[src/rtl/wb_decoder_pkg.sv]
// Shared types and helpers for the Wishbone 1-to-N slave decoder.
package wb_decoder_pkg;

    typedef enum logic [1:0] {
        ST_IDLE,
        ST_ACTIVE,
        ST_ERR
    } dec_state_e;

    localparam int unsigned ERR_CNT_W   = 8;
    localparam int unsigned MAX_SLAVES  = 16;
    localparam int unsigned MAX_FIELD_W = 32;

    typedef struct packed {
        logic       hit;
        logic [3:0] idx;
    } hit_t;

    // Lowest-numbered slave whose match value equals the address field wins.
    // Table entries are stored in fixed-width MAX_FIELD_W slots, zero-extended.
    function automatic hit_t first_hit(
        input logic [MAX_FIELD_W-1:0]            adr_field,
        input logic [MAX_SLAVES*MAX_FIELD_W-1:0] table_flat,
        input int unsigned                       n_slaves
    );
        hit_t r;
        r = '0;
        for (int unsigned i = 0; i < MAX_SLAVES; i++) begin
            if (!r.hit && (i < n_slaves) &&
                (table_flat[i*MAX_FIELD_W +: MAX_FIELD_W] == adr_field)) begin
                r.hit = 1'b1;
                r.idx = 4'(i);
            end
        end
        return r;
    endfunction

endpackage

[src/rtl/wb_dec_watchdog.sv]
// Watchdog for the decoder: counts enabled cycles and pulses expire on the
// TIMEOUT_CYCLES-th consecutive enabled cycle since the last clear.
module wb_dec_watchdog #(
    parameter int unsigned TIMEOUT_CYCLES = 255
) (
    input  logic clk,
    input  logic rst,
    input  logic clear,
    input  logic enable,
    output logic expire
);

    localparam int unsigned CNT_W = $clog2(TIMEOUT_CYCLES + 1);

    logic [CNT_W-1:0] cnt_q;
    logic [CNT_W-1:0] cnt_d;

    // Count of enabled cycles already elapsed; expire fires on the last allowed one.
    always_comb begin
        expire = enable && !clear && (cnt_q == CNT_W'(TIMEOUT_CYCLES - 1));
        cnt_d  = cnt_q;
        if (clear) begin
            cnt_d = '0;
        end else if (enable && !expire) begin
            cnt_d = cnt_q + CNT_W'(1);
        end
    end

    // Counter register.
    always_ff @(posedge clk or posedge rst) begin
        if (rst) begin
            cnt_q <= '0;
        end else begin
            cnt_q <= cnt_d;
        end
    end

endmodule

[src/rtl/wb_slave_decoder.sv]
// Wishbone classic 1-master -> N-slave decoder with latched slave select,
// default-slave bus error, watchdog timeout and error capture registers.
module wb_slave_decoder
    import wb_decoder_pkg::*;
#(
    parameter int unsigned N_SLAVES       = 4,
    parameter int unsigned ADDR_WIDTH     = 32,
    parameter int unsigned DATA_WIDTH     = 32,
    parameter int unsigned SEL_MSB        = 19,
    parameter int unsigned SEL_LSB        = 8,
    parameter logic [N_SLAVES-1:0][SEL_MSB-SEL_LSB:0] SLAVE_MATCH =
        {12'hE03, 12'hE02, 12'hE01, 12'hE00},
    parameter int unsigned TIMEOUT_CYCLES = 255,
    parameter logic [DATA_WIDTH-1:0] DEFAULT_DATA = 32'hDEADBEEF
) (
    input  logic                           clk,
    input  logic                           rst,
    input  logic                           wbm_cyc_i,
    input  logic                           wbm_stb_i,
    input  logic                           wbm_we_i,
    input  logic [DATA_WIDTH/8-1:0]        wbm_sel_i,
    input  logic [ADDR_WIDTH-1:0]          wbm_adr_i,
    input  logic [DATA_WIDTH-1:0]          wbm_dat_i,
    output logic [DATA_WIDTH-1:0]          wbm_dat_o,
    output logic                           wbm_ack_o,
    output logic                           wbm_err_o,
    output logic [N_SLAVES-1:0]            wbs_cyc_o,
    output logic [N_SLAVES-1:0]            wbs_stb_o,
    output logic                           wbs_we_o,
    output logic [DATA_WIDTH/8-1:0]        wbs_sel_o,
    output logic [ADDR_WIDTH-1:0]          wbs_adr_o,
    output logic [DATA_WIDTH-1:0]          wbs_dat_o,
    input  logic [N_SLAVES*DATA_WIDTH-1:0] wbs_dat_i,
    input  logic [N_SLAVES-1:0]            wbs_ack_i,
    output logic [ERR_CNT_W-1:0]           err_count_o,
    output logic [ADDR_WIDTH-1:0]          err_addr_o
);

    localparam int unsigned FIELD_W = SEL_MSB - SEL_LSB + 1;
    localparam int unsigned IDX_W   = (N_SLAVES > 1) ? $clog2(N_SLAVES) : 1;

    dec_state_e                      state_q, state_d;
    logic [IDX_W-1:0]                idx_q, idx_d;
    logic [ERR_CNT_W-1:0]            err_cnt_q, err_cnt_d;
    logic [ADDR_WIDTH-1:0]           err_addr_q, err_addr_d;

    logic [MAX_SLAVES*MAX_FIELD_W-1:0] table_flat;
    logic [MAX_FIELD_W-1:0]            adr_field;
    hit_t                              hit;

    logic wd_clear;
    logic wd_enable;
    logic wd_expire;

    assign wbs_we_o    = wbm_we_i;
    assign wbs_sel_o   = wbm_sel_i;
    assign wbs_adr_o   = wbm_adr_i;
    assign wbs_dat_o   = wbm_dat_i;
    assign err_count_o = err_cnt_q;
    assign err_addr_o  = err_addr_q;

    // Address decode against the match table; lowest matching slave wins.
    always_comb begin
        table_flat = '0;
        for (int unsigned i = 0; i < N_SLAVES; i++) begin
            table_flat[i*MAX_FIELD_W +: FIELD_W] = SLAVE_MATCH[i];
        end
        adr_field = '0;
        adr_field[FIELD_W-1:0] = wbm_adr_i[SEL_MSB:SEL_LSB];
        hit = first_hit(adr_field, table_flat, N_SLAVES);
    end

    // Watchdog runs only while a slave is strobed under a live master cycle.
    assign wd_enable = (state_q == ST_ACTIVE) && wbm_cyc_i;
    assign wd_clear  = !wd_enable;

    wb_dec_watchdog #(
        .TIMEOUT_CYCLES (TIMEOUT_CYCLES)
    ) u_watchdog (
        .clk    (clk),
        .rst    (rst),
        .clear  (wd_clear),
        .enable (wd_enable),
        .expire (wd_expire)
    );

    // Next-state, slave strobes, response mux and error capture.
    always_comb begin
        state_d    = state_q;
        idx_d      = idx_q;
        err_cnt_d  = err_cnt_q;
        err_addr_d = err_addr_q;
        wbs_cyc_o  = '0;
        wbs_stb_o  = '0;
        wbm_ack_o  = 1'b0;
        wbm_err_o  = 1'b0;
        wbm_dat_o  = '0;
        unique case (state_q)
            ST_IDLE: begin
                if (wbm_cyc_i && wbm_stb_i) begin
                    idx_d   = hit.hit ? hit.idx[IDX_W-1:0] : '0;
                    state_d = hit.hit ? ST_ACTIVE : ST_ERR;
                end
            end
            ST_ACTIVE: begin
                if (!wbm_cyc_i) begin
                    state_d = ST_IDLE;
                end else begin
                    wbs_cyc_o[idx_q] = 1'b1;
                    wbs_stb_o[idx_q] = 1'b1;
                    wbm_ack_o        = wbs_ack_i[idx_q];
                    wbm_dat_o        = wbs_dat_i[idx_q*DATA_WIDTH +: DATA_WIDTH];
                    // Ack is tested before expire so a same-cycle ack wins.
                    if (wbs_ack_i[idx_q]) begin
                        state_d = ST_IDLE;
                    end else if (wd_expire) begin
                        state_d = ST_ERR;
                    end
                end
            end
            ST_ERR: begin
                state_d = ST_IDLE;
                if (wbm_cyc_i) begin
                    wbm_err_o  = 1'b1;
                    wbm_dat_o  = DEFAULT_DATA;
                    err_addr_d = wbm_adr_i;
                    if (err_cnt_q != '1) begin
                        err_cnt_d = err_cnt_q + ERR_CNT_W'(1);
                    end
                end
            end
            default: state_d = ST_IDLE;
        endcase
    end

    // State, latched slave index and error capture registers.
    always_ff @(posedge clk or posedge rst) begin
        if (rst) begin
            state_q    <= ST_IDLE;
            idx_q      <= '0;
            err_cnt_q  <= '0;
            err_addr_q <= '0;
        end else begin
            state_q    <= state_d;
            idx_q      <= idx_d;
            err_cnt_q  <= err_cnt_d;
            err_addr_q <= err_addr_d;
        end
    end

endmodule

[config.mk]
export PLATFORM = sky130hd
export DESIGN_NAME = wb_slave_decoder
export DESIGN_NICKNAME = d
export VERILOG_FILES = /design/src/rtl/wb_decoder_pkg.sv /design/src/rtl/wb_dec_watchdog.sv /design/src/rtl/wb_slave_decoder.sv
export SDC_FILE = /design/constraint.sdc
export NUM_CORES = 1
export LEC_CHECK = 0
export CAP_MARGIN = 20
export CORE_AREA = 3 3 138 140
export CTS_CLUSTER_SIZE = 25
export DETAILED_ROUTE_END_ITERATION = 10
export DIE_AREA = 0 0 141 143
export GPL_TIMING_DRIVEN = 0
export PLACE_DENSITY = 0.68
export SLEW_MARGIN = 30
export SYNTH_ARGS = -nofsm -noshare
export SYNTH_HDL_FRONTEND = slang
export SYNTH_SLANG_ARGS = --single-unit
[constraint.sdc]
create_clock -name clk -period 1.8 [get_ports clk]
set_input_delay 0.36 -clock clk [delete_from_list [all_inputs] [get_ports clk]]
set_output_delay 0.36 -clock clk [all_outputs]
set_load 0.05 [all_outputs]
=== Word-level counts from Yosys, hierarchy flattened ===
Index checks and enable logic that the tools add are counted.

* Bits in registers: 52
* Input bits: 205
* Output and inout bits: 151

* $add $sub $neg: 2
* $lt $le $gt $ge: 2
* Eq/ne operators: 11
* Shift operators: 1
* Multiplexer cells: 26
* Reduce and logical (&&, ||, !) cells: 17

{| class="wikitable"
|+ Operators with widths
! operator !! number
|-
| variable part select 128 x 8 -> 32 bit || 1
|-
| two-way mux 32 bit || 2
|-
| case mux 32 bit (2 select lines) || 1
|-
| equality test 12 bit, first input constant || 4
|-
| two-way mux 5 bit || 4
|-
| adder 8 x 1 -> 8 bit, second input constant || 2
|-
| two-way mux 8 bit || 2
|-
| two-way mux 2 bit || 6
|-
| equality test 8 bit, second input constant || 1
|-
| logical AND 1 bit || 8
|-
| two-way mux 4 bit || 2
|-
| != test 8 bit, second input constant || 1
|-
| two-way mux 1 bit || 6
|-
| AND reduction 2 bit || 3
|-
| logical NOT 1 bit || 4
|-
| != test 2 bit, second input constant || 2
|-
| != test 4 x 2 -> 1 bit, second input constant || 1
|-
| case mux 2 bit (2 select lines) || 1
|-
| less-than comparator 2 x 3 -> 1 bit, second input constant || 1
|-
| AND reduction 3 bit || 1
|-
| binary-select mux 1 bit (select 2 bit) || 1
|-
| demux 1 bit (select 2 bit) || 1
|-
| equality test 2 x 1 -> 1 bit, second input constant || 1
|-
| equality test 2 bit, second input constant || 1
|-
| 2 further kinds || 2
|}

=== Depth between registers and ports, before layout ===
* Depth in word-level cells: 14
* Gate-level depth with buffers: 7

=== Hierarchy ===
Synthesis repeated with hierarchy kept, for this count alone.

* Cell total of the unflattened synthesis: 436
* Area total of the unflattened synthesis: 4,030.1 µm²

{| class="wikitable"
|+ Modules (own cells, without submodules)
! module !! times used !! cells an instance !! area an instance (µm²) !! seq. area each (µm²)
|-
| wb_slave_decoder || 1 || 385 || 3,513.4 || 1,101.1
|-
| wb_dec_watchdog || 1 || 51 || 516.7 || 200.2
|}

=== Worst setup path before layout ===
OpenSTA, ideal clock, no wires.

* Kind: flip-flop to output port
* From: reg state_q[1]
* To: out wbs_stb_o[1]
* Data arrival time: 2.390 ns
* Required time: 1.440 ns
* Path slack: -0.950 ns
* Cell stages (with the launch flop): 6
* Cells stage by stage: dfrtp_1 -> inv_1 -> ha_1 -> nand2_1 -> nor3b_1 -> buf_4

* Word-level cells in the longest chain between the ends: 2

{| class="wikitable"
|+ RTL lines
! item !! RTL line !! RTL
|-
| from (decl) || wb_slave_decoder.sv:42 || <nowiki>dec_state_e state_q, state_d;</nowiki>
|-
| from (signal assigned) || wb_slave_decoder.sv:144 || <nowiki>state_q <= state_d;</nowiki>
|-
| equality test 2 x 1 -> 1 bit || n/a ||
|-
| two-way mux 4 bit || n/a ||
|-
| to (decl) || wb_slave_decoder.sv:28 || <nowiki>output logic [N_SLAVES-1:0] wbs_stb_o,</nowiki>
|}

Every way passes these cells.

=== Worst setup path in the final report ===
* From: reg idx_q[0]
* To: out wbm_dat_o[4]

* Word-level cells in the longest chain between the ends: 3

{| class="wikitable"
|+ RTL lines
! item !! RTL line !! RTL
|-
| from (decl) || wb_slave_decoder.sv:43 || <nowiki>logic [IDX_W-1:0] idx_q, idx_d;</nowiki>
|-
| from (signal assigned) || wb_slave_decoder.sv:145 || <nowiki>idx_q <= idx_d;</nowiki>
|-
| variable part select 128 x 8 -> 32 bit || wb_slave_decoder.sv:112 || <nowiki>wbm_dat_o = wbs_dat_i[idx_q*DATA_WIDTH +: DATA_WIDTH];</nowiki>
|-
| two-way mux 32 bit || wb_slave_decoder.sv:106 || <nowiki>if (!wbm_cyc_i) begin</nowiki>
|-
| case mux 32 bit (2 select lines) || wb_slave_decoder.sv:98 || <nowiki>unique case (state_q)</nowiki>
|-
| to (decl) || wb_slave_decoder.sv:24 || <nowiki>output logic [DATA_WIDTH-1:0] wbm_dat_o,</nowiki>
|}

Every way passes these cells.

==> flow_metrics.env <==
export IMPL_fmax_mhz=454.7
export IMPL_synth_top_area_share_pct=32.79
export IMPL_clk_pin_slew_ns=0.07
export IMPL_min_path_type="in2async"
export IMPL_num_vias=4003
export IMPL_clock_latency_ns=0.29
export IMPL_cts_root_buf="clkbuf_16"
export IMPL_min_period_over_period_pct=122.2
export IMPL_setup_worst_path_end_class="output pin"
export IMPL_netlist_top_cells_count="buf_4, dfrtp_1, mux2_2"
export IMPL_relSlewSlack_pct=62.19
export IMPL_slew_violations=0
export IMPL_dp_slack_ns=-1.388
export IMPL_synth_cell_types=40
export IMPL_synth_seq_cells=52
export IMPL_critPathRequiredTime_ns=1.44
export IMPL_htreeDepth=2
export IMPL_syn_nets=560
export IMPL_cts_tree="yes"
export IMPL_p_leak_nw=3.608
export IMPL_ys_warn_count=0
export IMPL_antenna_found_initial=0
export IMPL_post_route_drc_count=0
export IMPL_worst_path_max_fanout=5
export IMPL_grt_pass1_vias=4241
export IMPL_synth_edf_count=0
export IMPL_synth_largest_area_cell="dfrtp_1"
export IMPL_drive_above_1_share_pct=49.08
export IMPL_status="finished, violations left"
export IMPL_synth_flop_cell="dfrtp_1"
export IMPL_cts_path_max_buffers=2
export IMPL_row_count=49
export IMPL_worst_pin_slew_ns=0.5654
export IMPL_num_io_pins=356
export IMPL_postRouteWirelength_um=17290
export IMPL_drv_cap=0
export IMPL_grt_pass1_wl_um=24860
export IMPL_gp_congestion=0.8189
export IMPL_drt_iter0_markers=86
export IMPL_vias_per_cell=4.295
export IMPL_die_y_um=143
export IMPL_wire_per_inst_um=18.55
export IMPL_dp_hpwl_um=14190
export IMPL_power_density_nw_per_um2=991.6
export IMPL_place_inst=897
export IMPL_async_flop_share_pct=100.0
export IMPL_finalSetupViolations=43
export IMPL_violations="negative setup slack"
export IMPL_grt_max_degree=38
export IMPL_synth_seq_area_share_pct=32.79
export IMPL_numCtsBuffers=5
export IMPL_die_area_sq_um=20160
export IMPL_first_pass_iters=5
export IMPL_rsz0062_at_grt="yes"
export IMPL_cts_sinks=52
export IMPL_critical_path_class="reg2out"
export IMPL_netlist_instances=349
export IMPL_setup_ws_ns=-0.3992
export IMPL_diodes=0
export IMPL_hold_ws_ns=0.3514
export IMPL_arrival_ns=1.84
export IMPL_nets=913
export IMPL_hold_violations=0
export IMPL_initial_core_util_pct=22.09
export IMPL_finalPower_mw=8.487
export IMPL_postSynthAreaPerCell_sq_um=11.37
export IMPL_cts_hold_buf=0
export IMPL_fin_crit_ns=2.199
export IMPL_tns_ns=-13.41
export IMPL_die_width_um=141
export IMPL_globalRouteOverflowTotal=0
export IMPL_r2r_start="idx_q[0]"
export IMPL_drtAntennaViolNets=0
export IMPL_synth_most_common_cell="buf_4"
export IMPL_synth_area_sq_um=3969
export IMPL_port_buffers=318
export IMPL_layout_cells_non_filler=932
export IMPL_finClkSkew_ns=0.005515
export IMPL_synth_area_leaders="dfrtp_1, mux4_2, buf_4, mux2_2, mux4_1"
export IMPL_area_growth_pct=115.6
export IMPL_coreArea_sq_um=17960
export IMPL_crit_start="idx_q[0]"
export IMPL_ir_worst_vdd_uv=994.3
export IMPL_start_kind="flop"
export IMPL_grt_usage_pct=15.93
## layer usage
layer	part of all wire [%]	global-route usage, %	vias up
met5	0	0	-
met2	53	29.26	207
li1	-	-	1882
met3	8.6	4.622	7
met4	0.64	2.601	0
met1	38	18.76	1907
## placed cells by master (no fill, tap or decap), types with 2 or more instances in the layout
cell type	count
o21ai_2	5
nor2_1	5
xnor2_1	4
and2_4	4
a31oi_1	4
nor4b_1	2
buf_6	39
nand4_1	4
and3_1	3
and3_4	8
buf_8	20
mux2_2	34
nand3_1	7
nor3b_4	2
bufinv_16	2
o21ai_4	20
inv_1	2
dfrtp_1	51
buf_2	2
clkbuf_2	5
clkbuf_16	11
buf_12	8
clkdlybuf4s50_1	202
o21ai_0	3
mux4_2	33
buf_4	87
nor4_1	2
nor3_1	3
nand2_1	7
inv_2	26
dlygate4sd2_1	42
xor2_1	4
ha_4	2
ha_1	4
clkdlybuf4s15_2	23
nand2_8	3
## cell families after synthesis
group / after synthesis / share of synthesized area, %
DFF: 52 / 32.79
buffers and inverters: 119 / 20.08
adders and majority gates: 6 / 1.892
xor gates and xnor gates: 8 / 1.765
muxes: 67 / 29.04
and+or+nand+nor: 57 / 8.449
AOI/OAI and AO/OA: 40 / 5.990
## worst max-delay path, cell delays in order, from the launching register on
cell	delay (ns)
dfrtp_2	0.42
buf_12	0.14
buf_12	0.10
mux4_2	0.53
and3_4	0.19
buf_6	0.15
## report_power, final
part,switching [mW],internal (mW)
Sequential,0.268,1.61
Combinational,3.34,2.02
Clock,0.458,0.803
## flip-flops by register name, summed over array words and instances (netlist names)
name / cells
idx_q: 2
state_q: 2
err_addr_o: 32
u_watchdog.cnt_q: 8
err_count_o: 8
## path summary, 6_finish.rpt
| kind | endpoint | slack, ns | cells past startpoint |
|---|---|---|---|
| max in group asynchronous | err_count_o[6] | 0.99 | 3 |
| setup / recovery | wbm_dat_o[4] | -0.40 | 5 |
| hold / removal | idx_q[0] | 0.35 | 2 |
| hold reg to reg | err_addr_o[20] | 0.50 | 1 |
| setup reg to reg | state_q[1] | -0.01 | 7 |
| min in group clk | err_addr_o[20] | 0.50 | 1 |
## metrics by stage
step	utilization, %	instance area, sq um
after CTS	46.03	8269
after floorplan	-	4343
after detailed placement	43.62	7835
after global routing	47.64	8558
after global placement	43.49	7812
final	47.64	8558
## area by class of cell
| type | count | area [sq um] |
|---|---|---|
| Buffer | 89 | 849.6 |
| Clock buffer | 5 | 125.1 |
| Clock inverter | 3 | 68.82 |
| Fill cell | 1648 | 9405 |
| Inverter | 29 | 111.4 |
| Multi-Input combinational cell | 178 | 2257 |
| Sequential cell | 52 | 1303 |
| Tap cell | 229 | 286.5 |
| Timing Repair Buffer | 347 | 3557 |
## repair_timing
action | CTS | global route
pin swaps | 1 | 24
setup endpoints to repair | 146 | 80
gates resized for setup | 492 | 48
setup buffers | 7 | 15
gates cloned | 1 | 5
No activity file was read; power rests on OpenSTA's default activity.
